`config.mk`:
```
export PLATFORM = sky130hd
export DESIGN_NAME = bsg_manycore_remote_req_sched
export DESIGN_NICKNAME = d
export VERILOG_FILES = /design/src/rtl/bsg_manycore_remote_req_sched.sv
export SDC_FILE = /design/constraint.sdc
export NUM_CORES = 1
export LEC_CHECK = 0
export CAP_MARGIN = 20
export CORE_MARGIN = 2
export CORE_UTILIZATION = 42
export DETAILED_ROUTE_END_ITERATION = 10
export GPL_TIMING_DRIVEN = 0
export PLACE_DENSITY = 0.87
export RECOVER_POWER = 100
export SKIP_LAST_GASP = 1
export SYNTH_ARGS = -nofsm -noshare
export SYNTH_HDL_FRONTEND = slang
export SYNTH_SLANG_ARGS = --single-unit
```
`constraint.sdc`:
```
create_clock -name clk_i -period 4.3 [get_ports clk_i]
set_input_delay 0.86 -clock clk_i [delete_from_list [all_inputs] [get_ports clk_i]]
set_output_delay 0.86 -clock clk_i [all_outputs]
set_load 0.01 [all_outputs]
```
`src/rtl/bsg_manycore_remote_req_sched.sv`:
```
// bsg_manycore_remote_req_sched: round-robin remote-request scheduler with credit accounting and fence/drain.
// Optional stall counter enabled by BSG_MANYCORE_REMOTE_REQ_SCHED_PERF_EN.
module bsg_manycore_remote_req_sched #(
    parameter int num_req_p     = 2,
    parameter int req_width_p   = 64,
    parameter int max_credits_p = 32,
    localparam int lg_credits_lp = $clog2(max_credits_p + 1)
) (
    input  logic                             clk_i,
    input  logic                             reset_i,
    input  logic [num_req_p-1:0]             req_v_i,
    input  logic [num_req_p*req_width_p-1:0] req_data_i,
    output logic [num_req_p-1:0]             req_yumi_o,
    output logic [req_width_p-1:0]           remote_req_o,
    output logic                             remote_req_v_o,
    input  logic                             tx_ready_i,
    input  logic                             credit_return_i,
    input  logic                             fence_i,
    output logic                             fence_done_o,
    output logic [lg_credits_lp-1:0]         credits_avail_o,
    output logic [31:0]                      perf_stall_o
);
    localparam int ptr_w_lp = $clog2(num_req_p);

    if (num_req_p < 2) begin : g_bad_num_req
        $error("num_req_p must be at least 2");
    end

    typedef enum logic [1:0] {ARB, FENCE, DONE} state_e;

    state_e                   state_q, state_d;
    logic [ptr_w_lp-1:0]      last_q, last_d, win, idx;
    logic [lg_credits_lp-1:0] credits_q, credits_d;
    logic [req_width_p-1:0]   data_q, data_d;
    logic                     v_q, v_d, done_q, done_d, grant, full;

    // Scan downward so the lowest offset from last_q+1 is the final winner.
    always_comb begin
        win = last_q;
        idx = '0;
        for (int k = num_req_p - 1; k >= 0; k--) begin
            idx = ptr_w_lp'((int'(last_q) + 1 + k) % num_req_p);
            if (req_v_i[idx]) win = idx;
        end
    end

    assign full  = credits_q == lg_credits_lp'(max_credits_p);
    assign grant = (state_q == ARB) & (~v_q | tx_ready_i) & (credits_q != '0) & (|req_v_i) & ~fence_i;
    assign req_yumi_o = {{(num_req_p-1){1'b0}}, grant} << win;

    always_comb begin
        credits_d = (grant & ~credit_return_i) ? credits_q - 1'b1
                  : (~grant & credit_return_i & ~full) ? credits_q + 1'b1
                  : credits_q;
        state_d = (state_q == ARB) ? (fence_i ? FENCE : ARB)
                : (state_q == FENCE) ? ((~v_q & full) ? DONE : FENCE)
                : ARB;
        data_d = grant ? req_data_i[win*req_width_p +: req_width_p] : data_q;
        v_d    = grant | (v_q & ~tx_ready_i);
        last_d = grant ? win : last_q;
        done_d = state_d == DONE;
    end

    always_ff @(posedge clk_i) begin
        if (reset_i) begin
            state_q   <= ARB;
            last_q    <= '0;
            credits_q <= lg_credits_lp'(max_credits_p);
            data_q    <= '0;
            v_q       <= 1'b0;
            done_q    <= 1'b0;
        end else begin
            state_q   <= state_d;
            last_q    <= last_d;
            credits_q <= credits_d;
            data_q    <= data_d;
            v_q       <= v_d;
            done_q    <= done_d;
        end
    end

    assign remote_req_o    = data_q;
    assign remote_req_v_o  = v_q;
    assign fence_done_o    = done_q;
    assign credits_avail_o = credits_q;

`ifdef BSG_MANYCORE_REMOTE_REQ_SCHED_PERF_EN
    logic [31:0] stall_q, stall_d;
    assign stall_d = ((|req_v_i) & (credits_q == '0) & (state_q == ARB) & ~(&stall_q)) ? stall_q + 32'd1 : stall_q;
    always_ff @(posedge clk_i) begin
        if (reset_i) stall_q <= '0;
        else stall_q <= stall_d;
    end
    assign perf_stall_o = stall_q;
`else
    assign perf_stall_o = '0;
`endif

    // A return with a full pool means the endpoint returned a credit it never lent.
    assert property (@(posedge clk_i) disable iff (reset_i) !(credit_return_i && full))
        else $error("credit return with full credit pool");
endmodule

```
==> out/results.tsv, run 1 <==
metric	value	unit
status	finished, final reports clean	
met2_usage	0.413	
critPathCaptureType	primary output	
finalNetCount	783	
clkSinkCount	75	
ys_types	47	
layout_common_cells	clkdlybuf4s50_1, dlygate4sd3_1, dfxtp_1	
dieArea	11000	um^2
final_common_cell	clkdlybuf4s50_1	
clockRootBuffer	clkbuf_8	
area_delta_synth_final	54.2	%
synth_area	4270	um^2
period_share	0.909	
critPathRequiredTime	3440	ps
rsz0062_at_grt	false	
drtAntennaViolNets	0	
die_x	105	um
final_hold_viol_count	0	
worst_pin_slew	666	ps
cts_buffers	9	
rows	36	
skew	12.7	ps
ys_seq_area_frac	0.352	
fin_setup_tns	0	ps
cp_data_arrival_time	3050	ps
cellLeakagePower	2.86	nW
criticalPathCategory	in -> out	
drt-pass1-iter-count	4	
grt_max_degree	13	
grt_use_met3	0.0593	
htree_levels	3	
max_freq	0.256	GHz
max_slew_margin	0.556	
routedWlPerCell	15.5	um
top_level_ports	241	
dp_hpwl	9680	um
synthTopCellsByArea	dfxtp_1, a211oi_2, mux2i_1, nor2_1, buf_4	
antenna_found_initial	0	
grt_overflow	0	
start_util	0.435	
ctsHoldBuffers	0	
first_iter_violations	109	
ys_async_sr_fraction	0	
place_ws	437	ps
use_met1	0.221	
cts_tree	yes	
portBuffers	208	
synth-seq-cells	75	
place_congestion	0.820	
drc	0	
yosysWarnings	0	
setup_viol	0	
num-fill-cells	808	
power.total	2.49	mW
path_max_fanout	10	
ctsResizeCount	0	
hold_class	reg -> reg	
synth_top_area_frac	0.352	
period_minus_slack	3910	ps
cts.reportedPaths.clkPinSlew	80	ps
multiInputGateArea	2080	um^2
clock_latency	340	ps
first_global_vias	3949	
drv_slew	0	
synth_cells	397	
drive_above_1_share	0.160	
pwr_density_cell	378	nW/um^2
synth-edff-count	0	
routed_wl	12200	um
yosysTopAreaCell	dfxtp_1	
ir_drop	203	uV
seqCellArea	1500	um^2
die_h	105	um
dr_total_vias	3867	
synthFlopType	dfxtp_1	
cts_buffer_depth	2	
drv_cap	0	
setup_slack	393	ps
post_cts_buffers	0	
n_antenna_cell	0	
cp-start-kind	primary input	
postSynthAreaPerCell	10.8	um^2
grt_first_pass_wirelength	19100	um
grt_use_total	0.216	
core_area	9820	um^2
viasPerCell	4.93	
grt_most_used_layer	met2	
-- cells in the mapped netlist, types with 2 or more instances --
cell,instances
dfxtp_1,75
nand2_1,2
and3_1,4
buf_8,11
buf_4,32
a21oi_1,3
a22oi_1,2
nor3_1,6
a211oi_2,60
mux2_2,2
nand3_1,7
mux2i_1,65
buf_6,2
clkbuf_8,13
a211oi_1,4
nor2b_1,3
nor2_1,74
o21ai_0,3
-- worst max-delay path, cell delays in order --
cell	delay, ps
clkdlybuf4s50_1	480
inv_1	50
mux2i_1	450
buf_8	250
buf_6	190
and2_4	160
dlygate4sd3_1	600
-- flip-flops by register name (all words and copies together), names as in the netlist --
signal / cells
credits_avail_o: 6
remote_req_o: 64
state_q: 2
last_q: 1
fence_done_o: 1
remote_req_v_o: 1
-- where the power goes --
group          switching (mW)  leakage [nW]  internal [mW]
Clock                   0.255         0.103          0.326
Sequential             0.0724         0.618          0.816
Combinational           0.488          2.14          0.530
-- kinds of logic after synthesis --
kind of cell | share of synthesized area
other | 0.000879
AND/OR/NAND/NOR | 0.125
XOR/XNOR | 0.00205
buffers and inverters | 0.151
AO/OA/AOI/OAI | 0.205
adder cells (fa/ha/maj) | 0.00293
flip-flops | 0.352
multiplexers | 0.160
-- routing by layer --
| layer | vias to the layer above | wire, um |
|---|---|---|
| met4 | 0 | 247 |
| li1 | 1869 | - |
| met5 | - | 0 |
| met2 | 174 | 6370 |
| met3 | 22 | 897 |
| met1 | 1802 | 4660 |
-- path summary, 6_finish.rpt --
check | to | slack, ps | start | cells after the start
setup reg to reg | credits_avail_o[4] | 1510 | state_q[0] | 9
hold reg to reg | remote_req_o[32] | 500 | remote_req_o[32] | 2
hold / removal | remote_req_o[32] | 500 | remote_req_o[32] | 2
setup / recovery | req_yumi_o[0] | 390 | req_v_i[0] | 7
-- cell type report --
cell class              count  share of cell area
flip-flops and latches     75               0.228
clock buffers              11              0.0200
plain buffers              61              0.0823
multi-input cells         291               0.315
inverters                   1            0.000570
clock inverters             5              0.0118
repair buffers            208               0.316
well taps                 133              0.0253
-- stage by stage --
step | hold WS (ps) | instances | cell area (um^2) | util
after floorplan | 473 | 428 | 4380 | -
after global placement | 489 | 769 | 6630 | 0.675
after detailed placement | 492 | 769 | 6630 | 0.675
after CTS | 502 | 785 | 6840 | 0.697
after global routing | 521 | 785 | 6580 | 0.670
final | 500 | 785 | 6580 | 0.670
(Power assumes the default switching activity.)
==> run 2, diff against run 1 <==
PLACE_DENSITY = not set   (was 0.87)
PLACE_DENSITY_LB_ADDON = 0.3   (was not set)
==> run 2 against run 1 <==
  * Sequential power hardly changed
  * Critical endpoint unchanged
  * Critical path type unchanged
  * Total power fell by 5.3%
  * Largest cell class unchanged
  * Core utilization is 0.66 points lower
==> out/results.tsv, run 2 (synthesis results as in run 1) <==
metric	value	unit	change
drt-pass1-iter-count	4		unchanged
place_congestion	0.816		was 0.820
skew	10.3	ps	was 12.7 ps
r2r_slack	1570	ps	was 1510 ps
stdcell_count	784		was 785
first_global_vias	3941		was 3949
pwr_density_cell	362	nW/um^2	was 378 nW/um^2
crit_top_cell	dlygate4sd3_1		
first_iter_violations	93		was 109
cts_buffers	9		unchanged
clockRootBuffer	clkbuf_8		unchanged
ctsResizeCount	0		unchanged
hold_path_startpoint	remote_req_o[43]		was remote_req_o[32]
r2r_end	credits_avail_o[4]		unchanged
routedWlPerCell	15.8	um	was 15.5 um
core_area	9820	um^2	unchanged
path_max_fanout	10		unchanged
crit_buf_inv	3		was 5
die_x	105	um	unchanged
drive_above_1_share	0.157		was 0.160
ir_drop	222	uV	was 203 uV
place_ws	517	ps	was 437 ps
cts_buffer_depth	2		unchanged
stdcell_area	6520	um^2	was 6580 um^2
dr_total_vias	3806		was 3867
drc	0		unchanged
ctsHoldBuffers	0		unchanged
drv_slew	0		unchanged
finalNetCount	783		unchanged
antenna_found_initial	0		unchanged
final_common_cell	clkdlybuf4s50_1		unchanged
power.total	2.36	mW	was 2.49 mW
placed_cells	769		unchanged
cts.reportedPaths.clkPinSlew	80	ps	about the same
hold_slack	497	ps	was 500 ps
n_antenna_cell	0		unchanged
layout_common_cells	clkdlybuf4s50_1, dlygate4sd3_1, dfxtp_1		unchanged
rows	36		unchanged
dp_hpwl	10000	um	was 9680 um
critPathRequiredTime	3440	ps	about the same
setup_viol	0		unchanged
routed_wl	12400	um	was 12200 um
drtAntennaViolNets	0		unchanged
die_h	105	um	unchanged
start_util	0.435		unchanged
grt_first_pass_wirelength	19600	um	was 19100 um
clock_latency	340	ps	about the same
rsz0062_at_grt	false		unchanged
portBuffers	208		unchanged
hold_depth	2		unchanged
clkSinkCount	75		unchanged
largest_reg_flops	64		unchanged
crit_slowest_cell	dlygate4sd3_1		unchanged
critPathCaptureType	primary output		unchanged
criticalPathCategory	in -> out		unchanged
max_freq	0.261	GHz	was 0.256 GHz
period_minus_slack	3840	ps	was 3910 ps
viasPerCell	4.85		was 4.93
num-fill-cells	828		was 808
setup_slack	462	ps	was 393 ps
drv_cap	0		unchanged
crit_family	buffers and inverters		unchanged
max_slew_margin	0.553		was 0.556
grt_use_total	0.220		was 0.216
period_share	0.893		was 0.909
post-route-util	0.663		was 0.670
htree_levels	3		unchanged
post_cts_buffers	0		unchanged
dieArea	11000	um^2	unchanged
top_level_ports	241		unchanged
cellLeakagePower	2.84	nW	was 2.86 nW
grt_max_degree	13		unchanged
grt_overflow	0		unchanged
r2r-start	state_q[0]		unchanged
ff2ff_path_depth	9		unchanged
cp-start-kind	primary input		unchanged
cts_tree	yes		unchanged
status	finished, final reports clean		unchanged
holdPathEnd	remote_req_o[43]		was remote_req_o[32]
slowest_delay	600	ps	about the same
final_hold_viol_count	0		unchanged
worst_pin_slew	671	ps	was 666 ps
fin_setup_tns	0	ps	unchanged
cp_data_arrival_time	2980	ps	was 3050 ps
place_area	6630	um^2	unchanged
area_delta_synth_final	52.7	%	was 54.2%
worstPathCellList	dlygate4sd3_1 > nor3_1 > nand3_1 > nor2_4 > buf_6 > and2_4 > dlygate4sd3_1		was clkdlybuf4s50_1 > inv_1 > mux2i_1 > buf_8 > buf_6 > and2_4 > dlygate4sd3_1
hold_class	reg -> reg		unchanged
-- run 2: cell count changes in the layout (fill, tap and decap cells not counted) --
cell / delta
clkbuf_1: -1
clkinv_2: +1
mux2_2: +1
dlygate4sd3_1: +1
clkdlybuf4s50_1: -1
a211oi_2: -3
a211oi_1: +3
mux2_1: -1
bufinv_16: -2
clkinv_4: +1
-- run 2: worst max path at each step --
stage                     from  slack (ps)                 end  cells after the start
finish                 fence_i         460       req_yumi_o[0]                      7
global route           fence_i         300       req_yumi_o[0]                      7
CTS                 req_v_i[0]         510       req_yumi_o[0]                      7
detailed placement  req_v_i[0]         520       req_yumi_o[0]                      7
global placement    req_v_i[0]         520       req_yumi_o[0]                      7
floorplan           req_v_i[0]        1400  credits_avail_o[4]                      9
-- run 2: routing by layer --
metal  vias up  global-route usage  part of all wire
met3        24              0.0674             0.076
met1      1763               0.231              0.37
li1       1859                   -                 -
met5         -                   0                 0
met4         0              0.0933             0.028
met2       160               0.405              0.52
-- run 2: final cells by class --
type / instances / area [um^2] / share of cell area
Sequential cell: 75 / 1500 / 0.230
Multi-Input combinational cell: 291 / 2060 / 0.316
Clock inverter: 5 / 31.3 / 0.00480
Timing Repair Buffer: 208 / 2080 / 0.320
Clock buffer: 10 / 128 / 0.0196
Tap cell: 133 / 166 / 0.0255
Buffer: 61 / 542 / 0.0832
Inverter: 1 / 3.75 / 0.000576
-- run 2: power breakdown --
part / switching [mW] / leakage, nW / internal [mW]
logic: 0.480 / 2.14 / 0.528
registers: 0.0723 / 0.618 / 0.816
clock network: 0.255 / 0.0819 / 0.204
-- run 2: worst reg2reg max path: cells and delay by family, from the launching register on --
kind	cells	cell delay, ps
flip-flops	1	350
AO/OA/AOI/OAI	1	110
AND/OR/NAND/NOR	5	1490
adder cells (fa/ha/maj)	1	220
multiplexers	1	270
XOR/XNOR	1	170
==> run 3, diff against run 2 <==
CTS_CLUSTER_DIAMETER = 40   (was not set)
==> results of run 3 <==
The final DEF is identical to that of run 2; final timing and power are the same.
